$ cat config.mk
export PLATFORM = sky130hd
export DESIGN_NAME = wb_cmd_master_flat
export DESIGN_NICKNAME = d
export VERILOG_FILES = /design/src/rtl/wb_cmd_master_if.sv /design/src/rtl/wb_cmd_master.sv /design/src/flat_wrapper.sv
export SDC_FILE = /design/constraint.sdc
export NUM_CORES = 1
export LEC_CHECK = 0
export BUFFER_PORTS_ARGS = -buffer_cell sky130_fd_sc_hd__buf_4
export CORE_ASPECT_RATIO = 1.2
export CORE_MARGIN = 1
export CORE_UTILIZATION = 50
export CTS_CLUSTER_SIZE = 16
export DETAILED_ROUTE_END_ITERATION = 8
export PLACE_DENSITY = 0.83
export SLEW_MARGIN = 40
export SYNTH_ARGS = -nofsm -noshare
export SYNTH_HDL_FRONTEND = slang
export SYNTH_SLANG_ARGS = --single-unit
$ cat constraint.sdc
create_clock -name wb_clk_i -period 3.8 [get_ports wb_clk_i]
set_input_delay 0.76 -clock wb_clk_i [delete_from_list [all_inputs] [get_ports wb_clk_i]]
set_output_delay 0.76 -clock wb_clk_i [all_outputs]
set_load 0.005 [all_outputs]
$ cat src/rtl/wb_cmd_master_if.sv
// rtl/wb_cmd_master_if.sv - command/response streams and Wishbone classic bus bundle
interface wb_cmd_master_if #(
   parameter int AW = 3,
   parameter int DW = 32
);
   logic          cmd_valid_i;
   logic          cmd_ready_o;
   logic          cmd_we_i;
   logic [AW-1:0] cmd_adr_i;
   logic [DW-1:0] cmd_dat_i;
   logic          resp_valid_o;
   logic          resp_ready_i;
   logic [DW-1:0] resp_dat_o;
   logic          resp_err_o;
   logic          cyc_o;
   logic          stb_o;
   logic          we_o;
   logic [AW-1:0] adr_o;
   logic [DW-1:0] dat_o;
   logic [DW-1:0] dat_i;
   logic          ack_i;

   modport master (
      input  cmd_valid_i, cmd_we_i, cmd_adr_i, cmd_dat_i, resp_ready_i, dat_i, ack_i,
      output cmd_ready_o, resp_valid_o, resp_dat_o, resp_err_o,
             cyc_o, stb_o, we_o, adr_o, dat_o
   );

   modport slave (
      output cmd_valid_i, cmd_we_i, cmd_adr_i, cmd_dat_i, resp_ready_i, dat_i, ack_i,
      input  cmd_ready_o, resp_valid_o, resp_dat_o, resp_err_o,
             cyc_o, stb_o, we_o, adr_o, dat_o
   );
endinterface

$ cat src/rtl/wb_cmd_master.sv
// rtl/wb_cmd_master.sv - Wishbone classic single-transfer initiator with timeout
module wb_cmd_master #(
   parameter int AW      = 3,
   parameter int DW      = 32,
   parameter int TIMEOUT = 255
) (
   input  logic             wb_clk_i,
   input  logic             rst_i,
   wb_cmd_master_if.master  bus,
   output logic [7:0]       err_cnt_o
);

   typedef enum logic [1:0] {
      S_IDLE = 2'd0,
      S_BUS  = 2'd1,
      S_RESP = 2'd2
   } state_t;

   // Counter value seen during the TIMEOUT-th strobe cycle (counter starts at 0).
   localparam logic [15:0] TMO_LAST = 16'(TIMEOUT - 1);

   state_t        state_q;
   logic          cyc_q;
   logic          stb_q;
   logic          we_q;
   logic [AW-1:0] adr_q;
   logic [DW-1:0] dat_q;
   logic          resp_valid_q;
   logic [DW-1:0] resp_dat_q;
   logic          resp_err_q;
   logic [7:0]    err_cnt_q;
   logic [15:0]   tmo_cnt_q;

   // Command acceptance, bus cycle with timeout, and response hand-off.
   always_ff @(posedge wb_clk_i) begin
      if (rst_i) begin
         state_q      <= S_IDLE;
         cyc_q        <= 1'b0;
         stb_q        <= 1'b0;
         we_q         <= 1'b0;
         adr_q        <= '0;
         dat_q        <= '0;
         resp_valid_q <= 1'b0;
         resp_dat_q   <= '0;
         resp_err_q   <= 1'b0;
         err_cnt_q    <= 8'd0;
         tmo_cnt_q    <= 16'd0;
      end else begin
         case (state_q)
            S_IDLE: begin
               if (bus.cmd_valid_i) begin
                  we_q      <= bus.cmd_we_i;
                  adr_q     <= bus.cmd_adr_i;
                  dat_q     <= bus.cmd_dat_i;
                  cyc_q     <= 1'b1;
                  stb_q     <= 1'b1;
                  tmo_cnt_q <= 16'd0;
                  state_q   <= S_BUS;
               end
            end
            S_BUS: begin
               // ack takes priority over the timeout boundary on the same cycle
               if (bus.ack_i) begin
                  cyc_q        <= 1'b0;
                  stb_q        <= 1'b0;
                  resp_dat_q   <= we_q ? '0 : bus.dat_i;
                  resp_err_q   <= 1'b0;
                  resp_valid_q <= 1'b1;
                  state_q      <= S_RESP;
               end else if (tmo_cnt_q == TMO_LAST) begin
                  cyc_q        <= 1'b0;
                  stb_q        <= 1'b0;
                  resp_dat_q   <= '0;
                  resp_err_q   <= 1'b1;
                  resp_valid_q <= 1'b1;
                  if (err_cnt_q != 8'hFF) begin
                     err_cnt_q <= err_cnt_q + 8'd1;
                  end
                  tmo_cnt_q    <= tmo_cnt_q + 16'd1;
                  state_q      <= S_RESP;
               end else begin
                  tmo_cnt_q    <= tmo_cnt_q + 16'd1;
               end
            end
            S_RESP: begin
               if (bus.resp_ready_i) begin
                  resp_valid_q <= 1'b0;
                  state_q      <= S_IDLE;
               end
            end
            default: begin
               state_q <= S_IDLE;
            end
         endcase
      end
   end

   assign bus.cmd_ready_o  = (state_q == S_IDLE);
   assign bus.resp_valid_o = resp_valid_q;
   assign bus.resp_dat_o   = resp_dat_q;
   assign bus.resp_err_o   = resp_err_q;
   assign bus.cyc_o        = cyc_q;
   assign bus.stb_o        = stb_q;
   assign bus.we_o         = we_q;
   assign bus.adr_o        = adr_q;
   assign bus.dat_o        = dat_q;
   assign err_cnt_o        = err_cnt_q;

endmodule

$ cat src/flat_wrapper.sv
// flat-port wrapper written by rule: the top's interface ports become plain ports
module wb_cmd_master_flat 
#(
   parameter int AW      = 3,
   parameter int DW      = 32,
   parameter int TIMEOUT = 255
)
  (wb_clk_i, rst_i, err_cnt_o, bus_cmd_valid_i, bus_cmd_we_i, bus_cmd_adr_i, bus_cmd_dat_i, bus_resp_ready_i, bus_dat_i, bus_ack_i, bus_cmd_ready_o, bus_resp_valid_o, bus_resp_dat_o, bus_resp_err_o, bus_cyc_o, bus_stb_o, bus_we_o, bus_adr_o, bus_dat_o);
  wb_cmd_master_if #(.AW(AW), .DW(DW)) bus_i ();
  input  logic wb_clk_i;
  input  logic rst_i;
  output logic [7:0] err_cnt_o;
  input wire logic [$bits(bus_i.cmd_valid_i)-1:0] bus_cmd_valid_i;
  input wire logic [$bits(bus_i.cmd_we_i)-1:0] bus_cmd_we_i;
  input wire logic [$bits(bus_i.cmd_adr_i)-1:0] bus_cmd_adr_i;
  input wire logic [$bits(bus_i.cmd_dat_i)-1:0] bus_cmd_dat_i;
  input wire logic [$bits(bus_i.resp_ready_i)-1:0] bus_resp_ready_i;
  input wire logic [$bits(bus_i.dat_i)-1:0] bus_dat_i;
  input wire logic [$bits(bus_i.ack_i)-1:0] bus_ack_i;
  output wire logic [$bits(bus_i.cmd_ready_o)-1:0] bus_cmd_ready_o;
  output wire logic [$bits(bus_i.resp_valid_o)-1:0] bus_resp_valid_o;
  output wire logic [$bits(bus_i.resp_dat_o)-1:0] bus_resp_dat_o;
  output wire logic [$bits(bus_i.resp_err_o)-1:0] bus_resp_err_o;
  output wire logic [$bits(bus_i.cyc_o)-1:0] bus_cyc_o;
  output wire logic [$bits(bus_i.stb_o)-1:0] bus_stb_o;
  output wire logic [$bits(bus_i.we_o)-1:0] bus_we_o;
  output wire logic [$bits(bus_i.adr_o)-1:0] bus_adr_o;
  output wire logic [$bits(bus_i.dat_o)-1:0] bus_dat_o;
  assign bus_i.cmd_valid_i = bus_cmd_valid_i;
  assign bus_i.cmd_we_i = bus_cmd_we_i;
  assign bus_i.cmd_adr_i = bus_cmd_adr_i;
  assign bus_i.cmd_dat_i = bus_cmd_dat_i;
  assign bus_i.resp_ready_i = bus_resp_ready_i;
  assign bus_i.dat_i = bus_dat_i;
  assign bus_i.ack_i = bus_ack_i;
  assign bus_cmd_ready_o = bus_i.cmd_ready_o;
  assign bus_resp_valid_o = bus_i.resp_valid_o;
  assign bus_resp_dat_o = bus_i.resp_dat_o;
  assign bus_resp_err_o = bus_i.resp_err_o;
  assign bus_cyc_o = bus_i.cyc_o;
  assign bus_stb_o = bus_i.stb_o;
  assign bus_we_o = bus_i.we_o;
  assign bus_adr_o = bus_i.adr_o;
  assign bus_dat_o = bus_i.dat_o;
  wb_cmd_master #(.AW(AW), .DW(DW), .TIMEOUT(TIMEOUT)) u_core (.wb_clk_i(wb_clk_i), .rst_i(rst_i), .bus(bus_i), .err_cnt_o(err_cnt_o));
endmodule
==> results.txt <==
outcome: finished, final reports clean
Routed wire per std cell: 15.1 um
chip width: 80.3 um
Worst-path clk slew: 0.08 ns
via count: 3463
crit path launch type: register
Root Driver: clkbuf_8
commonest non-fill, non-tap cell in the layout: buf_4
Post-Syn Instances: 401
synth warn: 0
CP Data Arrival Time: 2.63 ns
die area: 7700 sq um
pin count of the biggest net entering global routing: 54
crit path from: u_core.tmo_cnt_q[0]
first-pass GRT wire length: 15.1 mm
Port Buffers: 153
DPL Wire Length: 6.86 mm
vias in the first global route: 3177
final setup fails: 0
clock sinks: 97
Post-synth EDFFs: 0
layout cells sized above 1: 33.0%
Routability Congestion: 0.773
Fin. Hold Viols: 0
unrepaired setup endpoints after global routing: false
Most used DFF post-synth: dfxtp_1
FF-to-FF Start: u_core.tmo_cnt_q[0]
post-CTS sizing: 0
die height: 95.9 um
post-synthesis sequential area ratio: 52.8%
vias per cell: 5.45
Cell Area, Synth: 3680 sq um
ant diodes: 0
Setup WS post-layout: 1.41 ns
later-pin clock latency in the skew report: 0.35 ns
final wirelength: 9.60 mm
Post-Syn Nets: 477
ANT nets after route: 0
critical path data required time: 4.04 ns
drt drc: 0
Max Root-Sink Buffers: 2
Crit. End Element: register
Slew @ Worst Pin: 0.658 ns
period utilisation layout: 63.0%
PD cells: 402 nW/um^2
buffer count from post-CTS setup fixing: 0
Nets: 620
Setup crit end: u_core.err_cnt_o[6]
share of the synthesized area in the top cell type: 52.8%
worst r2r path cells: 6
area leader, netlist: dfxtp_1
Initial Utilization: 52.7%
reg-to-reg slack, setup: 1.41 ns
worst-path fanout max: 13
H-tree levels: 3
hold buffers post-CTS: 0
final setup skew: 0.0177 ns
CTS tree: built
maximum vdd ir drop: 0.271 mV
Syn-to-layout area delta: 37.7%
final max-slew violation count: 0
Max-cap violations: 0
core area: 6980 sq um
I/O Pins: 154
Crit Path Class: reg2reg
FF-to-FF End: u_core.err_cnt_o[6]
Yosys cell types: 43
most frequent cells in the layout: buf_4, dfxtp_1, nand2_1
Slew headroom: 55.7%
Avg Inst Size Synth: 9.17 sq um
CTS buffer count: 9
P_leak: 2.12 nW
remaining global-route overflow: 0
fin crit period: 2.39 ns
post-place setup slack: 1.33 ns
first-pass iteration count of the detailed router: 4
flip-flop and latch count after synthesis: 97
total global routing track utilization: 25.4%
initial antenna violation count: 0
Hold Path Class: reg2reg
Post-synth ARST share: 0%
Hold WS: 0.459 ns
row cnt: 33
initial drt markers: 180
Achievable Freq: 0.418 GHz
Setup TNS: 0 ns
largest cells by area after synthesis: dfxtp_1, nand2_1, a21oi_1
-- report_power, final --
group          total, mW  switching (mW)  internal (mW)
registers           1.08          0.0257           1.06
logic              0.240           0.110          0.130
clock network      0.712           0.344          0.368
total               2.03           0.480           1.55
-- worst min-delay path by stage --
stage	end	cells after the start	from
2_1_floorplan	u_core.bus.dat_o[19]	2	u_core.bus.dat_o[19]
3_3_place_gp	u_core.bus.dat_o[0]	2	u_core.bus.dat_o[0]
3_5_place_dp	u_core.bus.dat_o[8]	2	u_core.bus.dat_o[8]
4_1_cts	u_core.bus.dat_o[8]	2	u_core.bus.dat_o[8]
5_1_grt	u_core.bus.dat_o[7]	2	u_core.bus.dat_o[7]
6_report	u_core.bus.dat_o[30]	2	u_core.bus.dat_o[30]
-- synthesized netlist by cell type, drive strengths merged, types with 4 or more instances --
library cell   n
o21ai          4
or4           10
clkbuf        24
nand3          6
dfxtp         97
a21oi         58
nor2          11
inv            9
nand4          5
o31ai         10
nand2         83
or3            4
a211oi         5
xnor2          6
a22o          32
-- registers in the layout (all words and copies together), names as in the netlist, 2 cells and up --
signal                 flops
u_core.state_q             2
u_core.err_cnt_o           8
u_core.bus.dat_o          32
u_core.tmo_cnt_q          16
u_core.bus.adr_o           3
u_core.bus.resp_dat_o     32
-- cells by family after synthesis --
group	share of synthesized area, %
and+or+nand+nor	18.6
AOI/OAI and AO/OA	21.2
DFF	52.8
buffers and inverters	4.42
xor gates and xnor gates	1.43
adders and majority gates	1.02
muxes	0.578
-- routing by layer --
metal | routed length, um | track usage [%] | part of all wire (%) | up-vias
met1 | 3900 | 30.0 | 41 | 1626
met4 | 307 | 12.5 | 3.2 | 0
met2 | 4810 | 42.7 | 50 | 102
met5 | 0 | 0 | 0 | -
met3 | 586 | 6.45 | 6.1 | 25
li1 | - | - | - | 1710
-- final cells by class --
type / count / area (sq um)
flip-flops and latches: 97 / 1940
fillers: 539 / 1920
multi-input cells: 269 / 1580
repair buffers: 158 / 1190
clock buffers: 10 / 128
well taps: 87 / 109
clock inverters: 5 / 81.3
inverters: 9 / 33.8
-- critical path: stages (launching register included) --
cell	delay, ns
dfxtp_1	0.36
inv_1	0.09
ha_1	0.14
or4b_4	0.46
or4_4	0.58
nor4_1	0.30
mux2_2	0.36
-- stage by stage --
stage | utilization [%] | std cells | instance area (sq um) | power [mW]
after global placement | 69.5 | 620 | 4850 | 1.34
final | 72.5 | 635 | 5060 | 2.03
after floorplan | - | 401 | 3680 | 1.20
after CTS | 72.5 | 635 | 5060 | 2.05
after detailed placement | 69.6 | 620 | 4850 | 1.35
after global routing | 72.5 | 635 | 5060 | 2.12
Power figures use the tool's default switching activity.
